[src/rtl/regs_wb_arbiter_if.sv]
// ---------------------------------------------------------------------------
// regs_wb_arbiter_if
//   Bundle of writeback requester signals shared by REQ_N requesters and the
//   regfile write-port arbiter.
//   req_valid_i  REQ_N         requester i has a write pending
//   req_ready_o  REQ_N         one-hot grant from the arbiter
//   req_rd_i     REQ_N*ADDR_W  dest index, requester i at [i*ADDR_W +: ADDR_W]
//   req_wdata_i  REQ_N*DATA_W  write data, requester i at [i*DATA_W +: DATA_W]
//   Modports: master = requester side, slave = arbiter side.
// ---------------------------------------------------------------------------
interface regs_wb_arbiter_if #(
  parameter int REQ_N  = 3,
  parameter int ADDR_W = 5,
  parameter int DATA_W = 32
);
  logic [REQ_N-1:0]        req_valid_i;
  logic [REQ_N-1:0]        req_ready_o;
  logic [REQ_N*ADDR_W-1:0] req_rd_i;
  logic [REQ_N*DATA_W-1:0] req_wdata_i;

  modport master (
    output req_valid_i,
    output req_rd_i,
    output req_wdata_i,
    input  req_ready_o
  );

  modport slave (
    input  req_valid_i,
    input  req_rd_i,
    input  req_wdata_i,
    output req_ready_o
  );
endinterface

[src/rtl/regs_wb_arbiter.sv]
// ---------------------------------------------------------------------------
// regs_wb_arbiter
//   Shares the single register-file write port between REQ_N writeback
//   requesters. Round-robin grant on a valid/ready handshake; the winner is
//   registered into one write stage that drives the regfile port the next
//   cycle. Writes to x0 are accepted but never issued. Read-after-write hits
//   against the staged write are flagged for the decoder bypass.
//   Ports:
//     clk_i, rst_i        clock, synchronous active-high reset
//     hold_i              1 = grant nobody this cycle
//     req_if (slave)      requester valid/ready/rd/wdata bundle
//     wen_o/rd_o/wdata_o  registered regfile write port
//     rs1_i/rs2_i         decoder read indices
//     fwd1_hit_o/fwd2_hit_o  staged-write hit on rs1/rs2 (combinational)
//     wr_cnt_o            committed non-x0 write count (wraps)
// ---------------------------------------------------------------------------
module regs_wb_arbiter #(
  parameter int REQ_N  = 3,
  parameter int ADDR_W = 5,
  parameter int DATA_W = 32
) (
  input  logic                clk_i,
  input  logic                rst_i,
  input  logic                hold_i,
  regs_wb_arbiter_if.slave    req_if,
  output logic                wen_o,
  output logic [ADDR_W-1:0]   rd_o,
  output logic [DATA_W-1:0]   wdata_o,
  input  logic [ADDR_W-1:0]   rs1_i,
  input  logic [ADDR_W-1:0]   rs2_i,
  output logic                fwd1_hit_o,
  output logic                fwd2_hit_o,
  output logic [31:0]         wr_cnt_o
);

  localparam int PTR_W = (REQ_N > 1) ? $clog2(REQ_N) : 1;
  localparam int CND_W = PTR_W + 1;
  localparam logic [PTR_W-1:0] LAST_IDX = PTR_W'(REQ_N - 1);

  // Per-requester views of the packed buses.
  logic [ADDR_W-1:0] rd_arr   [REQ_N];
  logic [DATA_W-1:0] data_arr [REQ_N];

  generate
    for (genvar gi = 0; gi < REQ_N; gi++) begin : g_unpack
      assign rd_arr[gi]   = req_if.req_rd_i[gi*ADDR_W +: ADDR_W];
      assign data_arr[gi] = req_if.req_wdata_i[gi*DATA_W +: DATA_W];
    end
  endgenerate

  // State
  logic [PTR_W-1:0]  ptr_q,   ptr_d;
  logic              wen_q,   wen_d;
  logic [ADDR_W-1:0] rd_q,    rd_d;
  logic [DATA_W-1:0] wdata_q, wdata_d;
  logic [31:0]       cnt_q,   cnt_d;

  // Arbitration
  logic [REQ_N-1:0]  ready;
  logic [PTR_W-1:0]  win_idx;
  logic [CND_W-1:0]  cand;
  logic              hs;

  // Scan requesters starting at ptr_q, wrapping; first valid one wins.
  // Reset and hold both suppress the grant so no handshake can occur.
  always_comb begin
    ready   = '0;
    win_idx = '0;
    cand    = '0;
    hs      = 1'b0;
    if (!rst_i && !hold_i) begin
      for (int k = 0; k < REQ_N; k++) begin
        cand = {1'b0, ptr_q} + CND_W'(k);
        if (cand >= CND_W'(REQ_N)) begin
          cand = cand - CND_W'(REQ_N);
        end
        if (!hs && req_if.req_valid_i[cand[PTR_W-1:0]]) begin
          hs      = 1'b1;
          win_idx = cand[PTR_W-1:0];
        end
      end
      if (hs) begin
        ready[win_idx] = 1'b1;
      end
    end
  end

  assign req_if.req_ready_o = ready;

  // Write stage / pointer next state.
  logic [ADDR_W-1:0] win_rd;
  logic [DATA_W-1:0] win_data;
  logic              commit;

  always_comb begin
    win_rd   = rd_arr[win_idx];
    win_data = data_arr[win_idx];
    // An x0 handshake is consumed but leaves the write port idle.
    commit   = hs && (win_rd != '0);
    wen_d    = commit;
    rd_d     = commit ? win_rd   : rd_q;
    wdata_d  = commit ? win_data : wdata_q;
    cnt_d    = commit ? cnt_q + 32'd1 : cnt_q;
    ptr_d    = ptr_q;
    if (hs) begin
      ptr_d = (win_idx == LAST_IDX) ? '0 : win_idx + PTR_W'(1);
    end
  end

  always_ff @(posedge clk_i) begin
    if (rst_i) begin
      ptr_q   <= '0;
      wen_q   <= 1'b0;
      rd_q    <= '0;
      wdata_q <= '0;
      cnt_q   <= '0;
    end else begin
      ptr_q   <= ptr_d;
      wen_q   <= wen_d;
      rd_q    <= rd_d;
      wdata_q <= wdata_d;
      cnt_q   <= cnt_d;
    end
  end

  assign wen_o      = wen_q;
  assign rd_o       = rd_q;
  assign wdata_o    = wdata_q;
  assign wr_cnt_o   = cnt_q;
  // Gated by wen_q so a held (stale) rd_o never produces a bypass.
  assign fwd1_hit_o = wen_q && (rd_q == rs1_i);
  assign fwd2_hit_o = wen_q && (rd_q == rs2_i);

endmodule

[src/flat_wrapper.sv]
// flat-port wrapper written by rule: the top's interface ports become plain ports
module regs_wb_arbiter_flat 
#(
  parameter int REQ_N  = 3,
  parameter int ADDR_W = 5,
  parameter int DATA_W = 32
)
  (clk_i, rst_i, hold_i, wen_o, rd_o, wdata_o, rs1_i, rs2_i, fwd1_hit_o, fwd2_hit_o, wr_cnt_o, req_if_req_valid_i, req_if_req_rd_i, req_if_req_wdata_i, req_if_req_ready_o);
  regs_wb_arbiter_if #(.REQ_N(REQ_N), .ADDR_W(ADDR_W), .DATA_W(DATA_W)) req_if_i ();
  input  logic clk_i;
  input  logic rst_i;
  input  logic hold_i;
  output logic wen_o;
  output logic [ADDR_W-1:0] rd_o;
  output logic [DATA_W-1:0] wdata_o;
  input  logic [ADDR_W-1:0] rs1_i;
  input  logic [ADDR_W-1:0] rs2_i;
  output logic fwd1_hit_o;
  output logic fwd2_hit_o;
  output logic [31:0] wr_cnt_o;
  input wire logic [$bits(req_if_i.req_valid_i)-1:0] req_if_req_valid_i;
  input wire logic [$bits(req_if_i.req_rd_i)-1:0] req_if_req_rd_i;
  input wire logic [$bits(req_if_i.req_wdata_i)-1:0] req_if_req_wdata_i;
  output wire logic [$bits(req_if_i.req_ready_o)-1:0] req_if_req_ready_o;
  assign req_if_i.req_valid_i = req_if_req_valid_i;
  assign req_if_i.req_rd_i = req_if_req_rd_i;
  assign req_if_i.req_wdata_i = req_if_req_wdata_i;
  assign req_if_req_ready_o = req_if_i.req_ready_o;
  regs_wb_arbiter #(.REQ_N(REQ_N), .ADDR_W(ADDR_W), .DATA_W(DATA_W)) u_core (.clk_i(clk_i), .rst_i(rst_i), .hold_i(hold_i), .req_if(req_if_i), .wen_o(wen_o), .rd_o(rd_o), .wdata_o(wdata_o), .rs1_i(rs1_i), .rs2_i(rs2_i), .fwd1_hit_o(fwd1_hit_o), .fwd2_hit_o(fwd2_hit_o), .wr_cnt_o(wr_cnt_o));
endmodule
[config.mk]
export PLATFORM = sky130hd
export DESIGN_NAME = regs_wb_arbiter_flat
export DESIGN_NICKNAME = d
export VERILOG_FILES = /design/src/rtl/regs_wb_arbiter_if.sv /design/src/rtl/regs_wb_arbiter.sv /design/src/flat_wrapper.sv
export SDC_FILE = /design/constraint.sdc
export NUM_CORES = 1
export LEC_CHECK = 0
export CORE_AREA = 2 2 104 106
export DETAILED_ROUTE_END_ITERATION = 16
export DIE_AREA = 0 0 106 108
export PLACE_DENSITY = 0.82
export SETUP_SLACK_MARGIN = 0.3
export SKIP_LAST_GASP = 1
export SYNTH_ARGS = -nofsm -noshare
export SYNTH_HDL_FRONTEND = slang
export SYNTH_SLANG_ARGS = --single-unit
export TNS_END_PERCENT = 50
[constraint.sdc]
create_clock -name clk_i -period 4 [get_ports clk_i]
set_input_delay 0.6 -clock clk_i [delete_from_list [all_inputs] [get_ports clk_i]]
set_output_delay 0.6 -clock clk_i [all_outputs]
set_load 0.03 [all_outputs]
### Word-level counts from Yosys, hierarchy flattened

Index checks and enable logic that the tools add are counted.

| word-level totals | value |
|---|---|
| input port bits | 127 |
| output and inout port bits | 75 |
| register bits | 72 |

| cells by class | value |
|---|---|
| order comparisons | 9 |
| mux-type cells | 35 |
| eq/ne operators | 3 |
| add/subtract/negate cells | 7 |
| bitwise operators | 1 |
| reductions and logical operators | 12 |

Operators with widths:

| cell | number |
|---|---|
| $bmux W32 S2 | 1 |
| $mux W32 | 2 |
| $add A32 B1 Y32 const B | 1 |
| $mux W2 | 12 |
| $lt A2 B3 Y1 const B | 4 |
| $mux W1 | 11 |
| $bmux W5 S2 | 1 |
| $eq A5 B5 Y1 | 2 |
| $mux W5 | 2 |
| $logic_and A1 B1 Y1 | 7 |
| $bmux W1 S2 | 3 |
| $ge A3 B2 Y1 const B | 2 |
| $mux W3 | 2 |
| $sub A2 B2 Y2 const B | 3 |
| $reduce_bool A5 Y1 | 1 |
| $logic_not A1 Y1 | 4 |
| $add A2 B1 Y3 const B | 1 |
| $add A2 B2 Y3 const B | 1 |
| $ge A3 B3 Y1 const B | 1 |
| $not A2 Y3 | 1 |
| $add A2 B1 Y2 const B | 1 |
| $demux W1 S2 | 1 |
| $eq A2 B2 Y1 const B | 1 |
| $ge A2 B1 Y1 const B | 1 |
| $ge A2 B2 Y1 const B | 1 |

### Logic depth before layout (Yosys ltp)

| logic depth | value |
|---|---|
| depth in word-level cells | 22 |
| depth in mapped cells | 17 |

### Worst setup path after synthesis

No wires, ideal clock.

| timing | value |
|---|---|
| kind | register to register |
| from | reg u_core.ptr_q[0] |
| to | reg u_core.cnt_q[13], in the netlist u_core.wr_cnt_o[13] |
| period minus slack after synthesis | 3,173 ps |
| stages on the path, launching flop included | 16 |
| library setup time | 123 ps |
| slack | 827 ps |
| arrival time | 3,050 ps |
| buffers on the path | 3 |
| cell sequence | dfxtp_1 > inv_1 > ha_1 > buf_4 > nor2b_1 > a2bb2oi_1 > o311a_1 > a31oi_2 > buf_4 > o22ai_2 > a2bb2oi_1 > nor4_1 > buf_2 > a211oi_4 > nand3_1 > mux2_1 |

| between the ends | value |
|---|---|
| cells in the longest elaborated chain, start to end | 22 |

Ends and longest elaborated chain:

| item | line | RTL |
|---|---|---|
| start, declared | regs_wb_arbiter.sv:52 | `logic [PTR_W-1:0] ptr_q, ptr_d;` |
| start signal, assigned | regs_wb_arbiter.sv:118 | `ptr_q <= ptr_d;` |
| parallel branches: the longest is 21 deep, another holds $add A2 B1 Y3 | - |  |
| $logic_and A1 B1 Y1 * | regs_wb_arbiter.sv:99 | `commit = hs && (win_rd != '0);` |
| end signal, assigned | regs_wb_arbiter.sv:122 | `cnt_q <= cnt_d;` |
| end, declared | regs_wb_arbiter.sv:56 | `logic [31:0] cnt_q, cnt_d;` |

Mark *: on every way between the ends. The select of a mux whose other input is x is not followed.
A chain may end at the register's enable or synchronous reset.

### Worst setup path after layout

| timing | value |
|---|---|
| from | reg u_core.ptr_q[0] |
| to | reg u_core.cnt_q[8], in the netlist u_core.wr_cnt_o[8] |

The elaborated chain is that of the path after synthesis.

==> impl_metrics.json <==
{
  "syn_area_per_cell_sq_um": 7.871,
  "dieHeight_microns": 108,
  "crit_type": "flop to flop",
  "root_buffer": "clkbuf_8",
  "postSynthCellCount": 512,
  "diodes": 0,
  "gr-total-overflow": 0,
  "synthMuxAreaShare": 0.01273,
  "cts.clk_slew.worst_paths_ns": 0.07,
  "post-route-drc-count": 0,
  "track_usage": 0.2371,
  "ys_seq_elements": 72,
  "fin_tns_setup_ns": 0,
  "clock_latency_ns": 0.34,
  "die-area_sq_um": 11450,
  "path_cells": "inv_1, ha_4, o22ai_1, and2_1, o31ai_2, a31oi_4, buf_4, o22ai_1, a2bb2oi_1, or4_4, o21ai_4, buf_8, or4_1, a21oi_1",
  "path_common_cell": "o22ai_1",
  "start_util": 0.3939,
  "fp.dieW_microns": 106,
  "cp-end-kind": "flop",
  "status": "completed",
  "p_seq_frac": 0.275,
  "wire_per_inst_microns": 17.32,
  "tritoncts": "built",
  "fin_worst_skew_ns": 0.009353,
  "cts_buffers": 9,
  "cts-htree-levels": 3,
  "critPathLaunchType": "flop",
  "clk_path_buf_depth": 2,
  "arrival_ns": 3.78,
  "required_ns": 4.19,
  "synth.net_count": 644,
  "synth_top_family_by_area": "compound AO/OA/AOI/OAI gates",
  "netlist_area_sq_um": 4030,
  "power_frac_comb": 0.526,
  "max_slew_margin": 0.4831,
  "synthArstFlopShare": 0,
  "powerDensity_nw_per_um2": 478.9,
  "via_count": 4690,
  "sw_frac_of_total": 0.4074,
  "antenna_found_initial": 0,
  "hold_viol": 0,
  "synthToLayoutAreaGrowth_pct": 59.64,
  "synth_simple_gate_area_frac": 0.2093,
  "cp_max_fo": 30,
  "synth_cell_type_count": 60,
  "first_iter_violations": 209,
  "cpMaxStageDelayCell": "or4_4",
  "ant_nets": 0,
  "grt_pass1_wl_microns": 21790,
  "switchingPower_uw": 1255,
  "grt_max_degree": 77,
  "place.gp.congestion": 0.8639,
  "fmax_mhz": 278.7,
  "min_period_ns": 3.588,
  "synth-edff-count": 0,
  "yosys_warnings": 0,
  "io_buffers": 201,
  "setup_violations": 0,
  "ys_seq_area_frac": 0.3577,
  "synthAdderAreaFrac": 0.01552,
  "post_drt_via_cell_ratio": 5.544,
  "clkSinkCount": 72,
  "slew_viol_final": 0,
  "drt_pass1_iterations": 5,
  "p_int_uw": 1826,
  "max_stage_delay_ns": 0.63,
  "total_power_uw": 3081,
  "leakage_uw": 0.002226,
  "synth_compound_area_frac": 0.2999,
  "routed_wirelength_microns": 14650,
  "synth_ff_type": "dfxtp_1",
  "tightest_slew_ns": 0.7753,
  "nNetsFinal": 838,
  "io_pins": 202,
  "fp-row-count": 37,
  "maxCapViolations": 0,
  "hold_path_class": "flop to flop",
  "core_area_sq_um": 10230,
  "grt_pass1_vias": 4342,
  "fillCellCount": 878,
  "p_clk_frac": 0.199,
  "finalCritPeriodShare": 0.8971,
  "rsz0062_at_grt": "no",
  "vdd_drop_max_mv": 0.2821,
  "final_layout_size_suffix_gt1_frac": 0.07324,
  "synth_xor_area_frac": 0.04346,
  "hpwl_microns": 10920
}
## repair_timing
action	4_1_cts	5_1_grt
resized for setup	0	12
hold endpoints to repair	0	0
hold buffers	0	0
endpoints found under the setup margin	0	63
setup buffers	0	5
## power groups by stage
stage          registers, uW  logic, uW  clock network, uW
2_1_floorplan            976        927                  0
3_3_place_gp             858       1490                  0
3_5_place_dp             861       1540                  0
4_1_cts                  845       1550                620
5_1_grt                  858       1740                647
6_report                 848       1620                612
## worst max-delay path: cells and delay by family (launching register included)
| kind | cells | cell delay [ns] |
|---|---|---|
| buf+inv | 3 | 0.57 |
| flops | 1 | 0.39 |
| simple gates | 3 | 0.99 |
| compound gates | 7 | 1.16 |
| fa+ha+maj | 1 | 0.33 |
## layout make-up
| class | count | area (sq um) | area share |
|---|---|---|---|
| clock buffer | 11 | 131.4 | 0.02042 |
| clock inverter | 4 | 70.07 | 0.01089 |
| inverter | 13 | 53.80 | 0.008363 |
| multi-input combinational | 390 | 2391 | 0.3716 |
| sequential | 72 | 1441 | 0.2240 |
| tap | 136 | 170.2 | 0.02645 |
| timing repair buffer | 220 | 2176 | 0.3382 |
## layout by cell type (no fill, tap or decap), types with 2 or more instances in the layout
cell type | Yosys | layout
dlymetal6s2s_1 | 0 | 2
xor2_1 | 8 | 8
buf_4 | 5 | 17
o21ai_0 | 13 | 13
o211ai_1 | 32 | 32
ha_1 | 5 | 4
a2111oi_0 | 2 | 2
a31o_2 | 2 | 2
nand4_1 | 3 | 3
o22ai_1 | 38 | 38
nand3b_1 | 3 | 3
inv_1 | 12 | 12
a22oi_1 | 3 | 3
dfxtp_1 | 72 | 72
bufinv_16 | 0 | 2
nor4_1 | 3 | 2
a211oi_1 | 6 | 6
clkbuf_8 | 0 | 9
a2bb2oi_1 | 5 | 4
clkdlybuf4s50_1 | 0 | 197
a21oi_1 | 50 | 50
a31oi_4 | 1 | 2
a21o_1 | 3 | 3
clkbuf_1 | 24 | 2
or4_1 | 4 | 4
o22a_1 | 2 | 2
nand2b_1 | 8 | 8
nor2b_1 | 5 | 5
nand3_1 | 8 | 8
or3_1 | 5 | 5
nor2_1 | 32 | 31
clkinv_2 | 0 | 2
nand2_1 | 92 | 92
mux2i_1 | 4 | 4
and2_1 | 2 | 2
o31ai_1 | 5 | 5
xnor2_1 | 12 | 12
and3_1 | 12 | 12
## per-layer routing
| layer | part of all wire | wire length [microns] | GRT usage | vias up |
|---|---|---|---|---|
| met5 | 0 | 0 | 0 | - |
| met1 | 0.41 | 6011 | 0.2996 | 2199 |
| met3 | 0.068 | 1002 | 0.04280 | 27 |
| met2 | 0.50 | 7326 | 0.4092 | 215 |
| met4 | 0.021 | 314 | 0.07989 | 0 |
| li1 | - | - | - | 2249 |
## logic make-up (layout without fill, tap and decap cells)
family,count (synthesis),count (layout)
adder cells (fa/ha/maj),5,5
flip-flops,72,72
buffers and inverters,50,248
AND/OR/NAND/NOR,183,183
XOR/XNOR,20,20
AO/OA/AOI/OAI,177,177
multiplexers,5,5
## sequential cells by signal (all words and copies together), names as in the netlist
name             count
u_core.wr_cnt_o     32
u_core.ptr_q         2
u_core.rd_o          5
u_core.wen_o         1
u_core.wdata_o      32
## synthesized netlist by cell type, types with 4 or more instances
cell | count | area share
and3_1 | 12 | 0.019
ha_1 | 5 | 0.016
inv_1 | 12 | 0.011
or3_1 | 5 | 0.0078
nand2_1 | 92 | 0.086
a2bb2oi_1 | 5 | 0.011
dfxtp_1 | 72 | 0.36
o211ai_1 | 32 | 0.060
a21oi_1 | 50 | 0.062
nor2_1 | 32 | 0.030
clkbuf_1 | 24 | 0.022
o22ai_1 | 38 | 0.059
buf_4 | 5 | 0.0093
a211oi_1 | 6 | 0.011
o21ai_0 | 13 | 0.016
nand3_1 | 8 | 0.0099
nor2b_1 | 5 | 0.0078
xnor2_1 | 12 | 0.026
o31ai_1 | 5 | 0.0093
xor2_1 | 8 | 0.017
mux2i_1 | 4 | 0.0099
or4_1 | 4 | 0.0075
nand2b_1 | 8 | 0.012
## metrics by stage
step           hold slack (ns)    util  cell area [sq um]  cells  setup WS (ns)
2_1_floorplan           0.4798       -               4030    512         0.8267
3_3_place_gp            0.4379  0.6010               6148    826         0.1602
3_5_place_dp            0.4455  0.6010               6148    826        0.01758
4_1_cts                 0.4548  0.6206               6350    841         0.3116
5_1_grt                 0.4762  0.6288               6434    846         0.2319
6_report                0.4516  0.6288               6434    846         0.4117
## final timing paths
| path | start | depth (start not counted) | slack, ns | to |
|---|---|---|---|---|
| hold / removal | u_core.wdata_o[20] | 2 | 0.45 | u_core.wdata_o[20] |
| setup / recovery | u_core.ptr_q[0] | 14 | 0.41 | u_core.wr_cnt_o[8] |
| hold reg to reg | u_core.wdata_o[20] | 2 | 0.45 | u_core.wdata_o[20] |
| setup reg to reg | u_core.ptr_q[0] | 14 | 0.41 | u_core.wr_cnt_o[8] |
(Power assumes the default switching activity.)
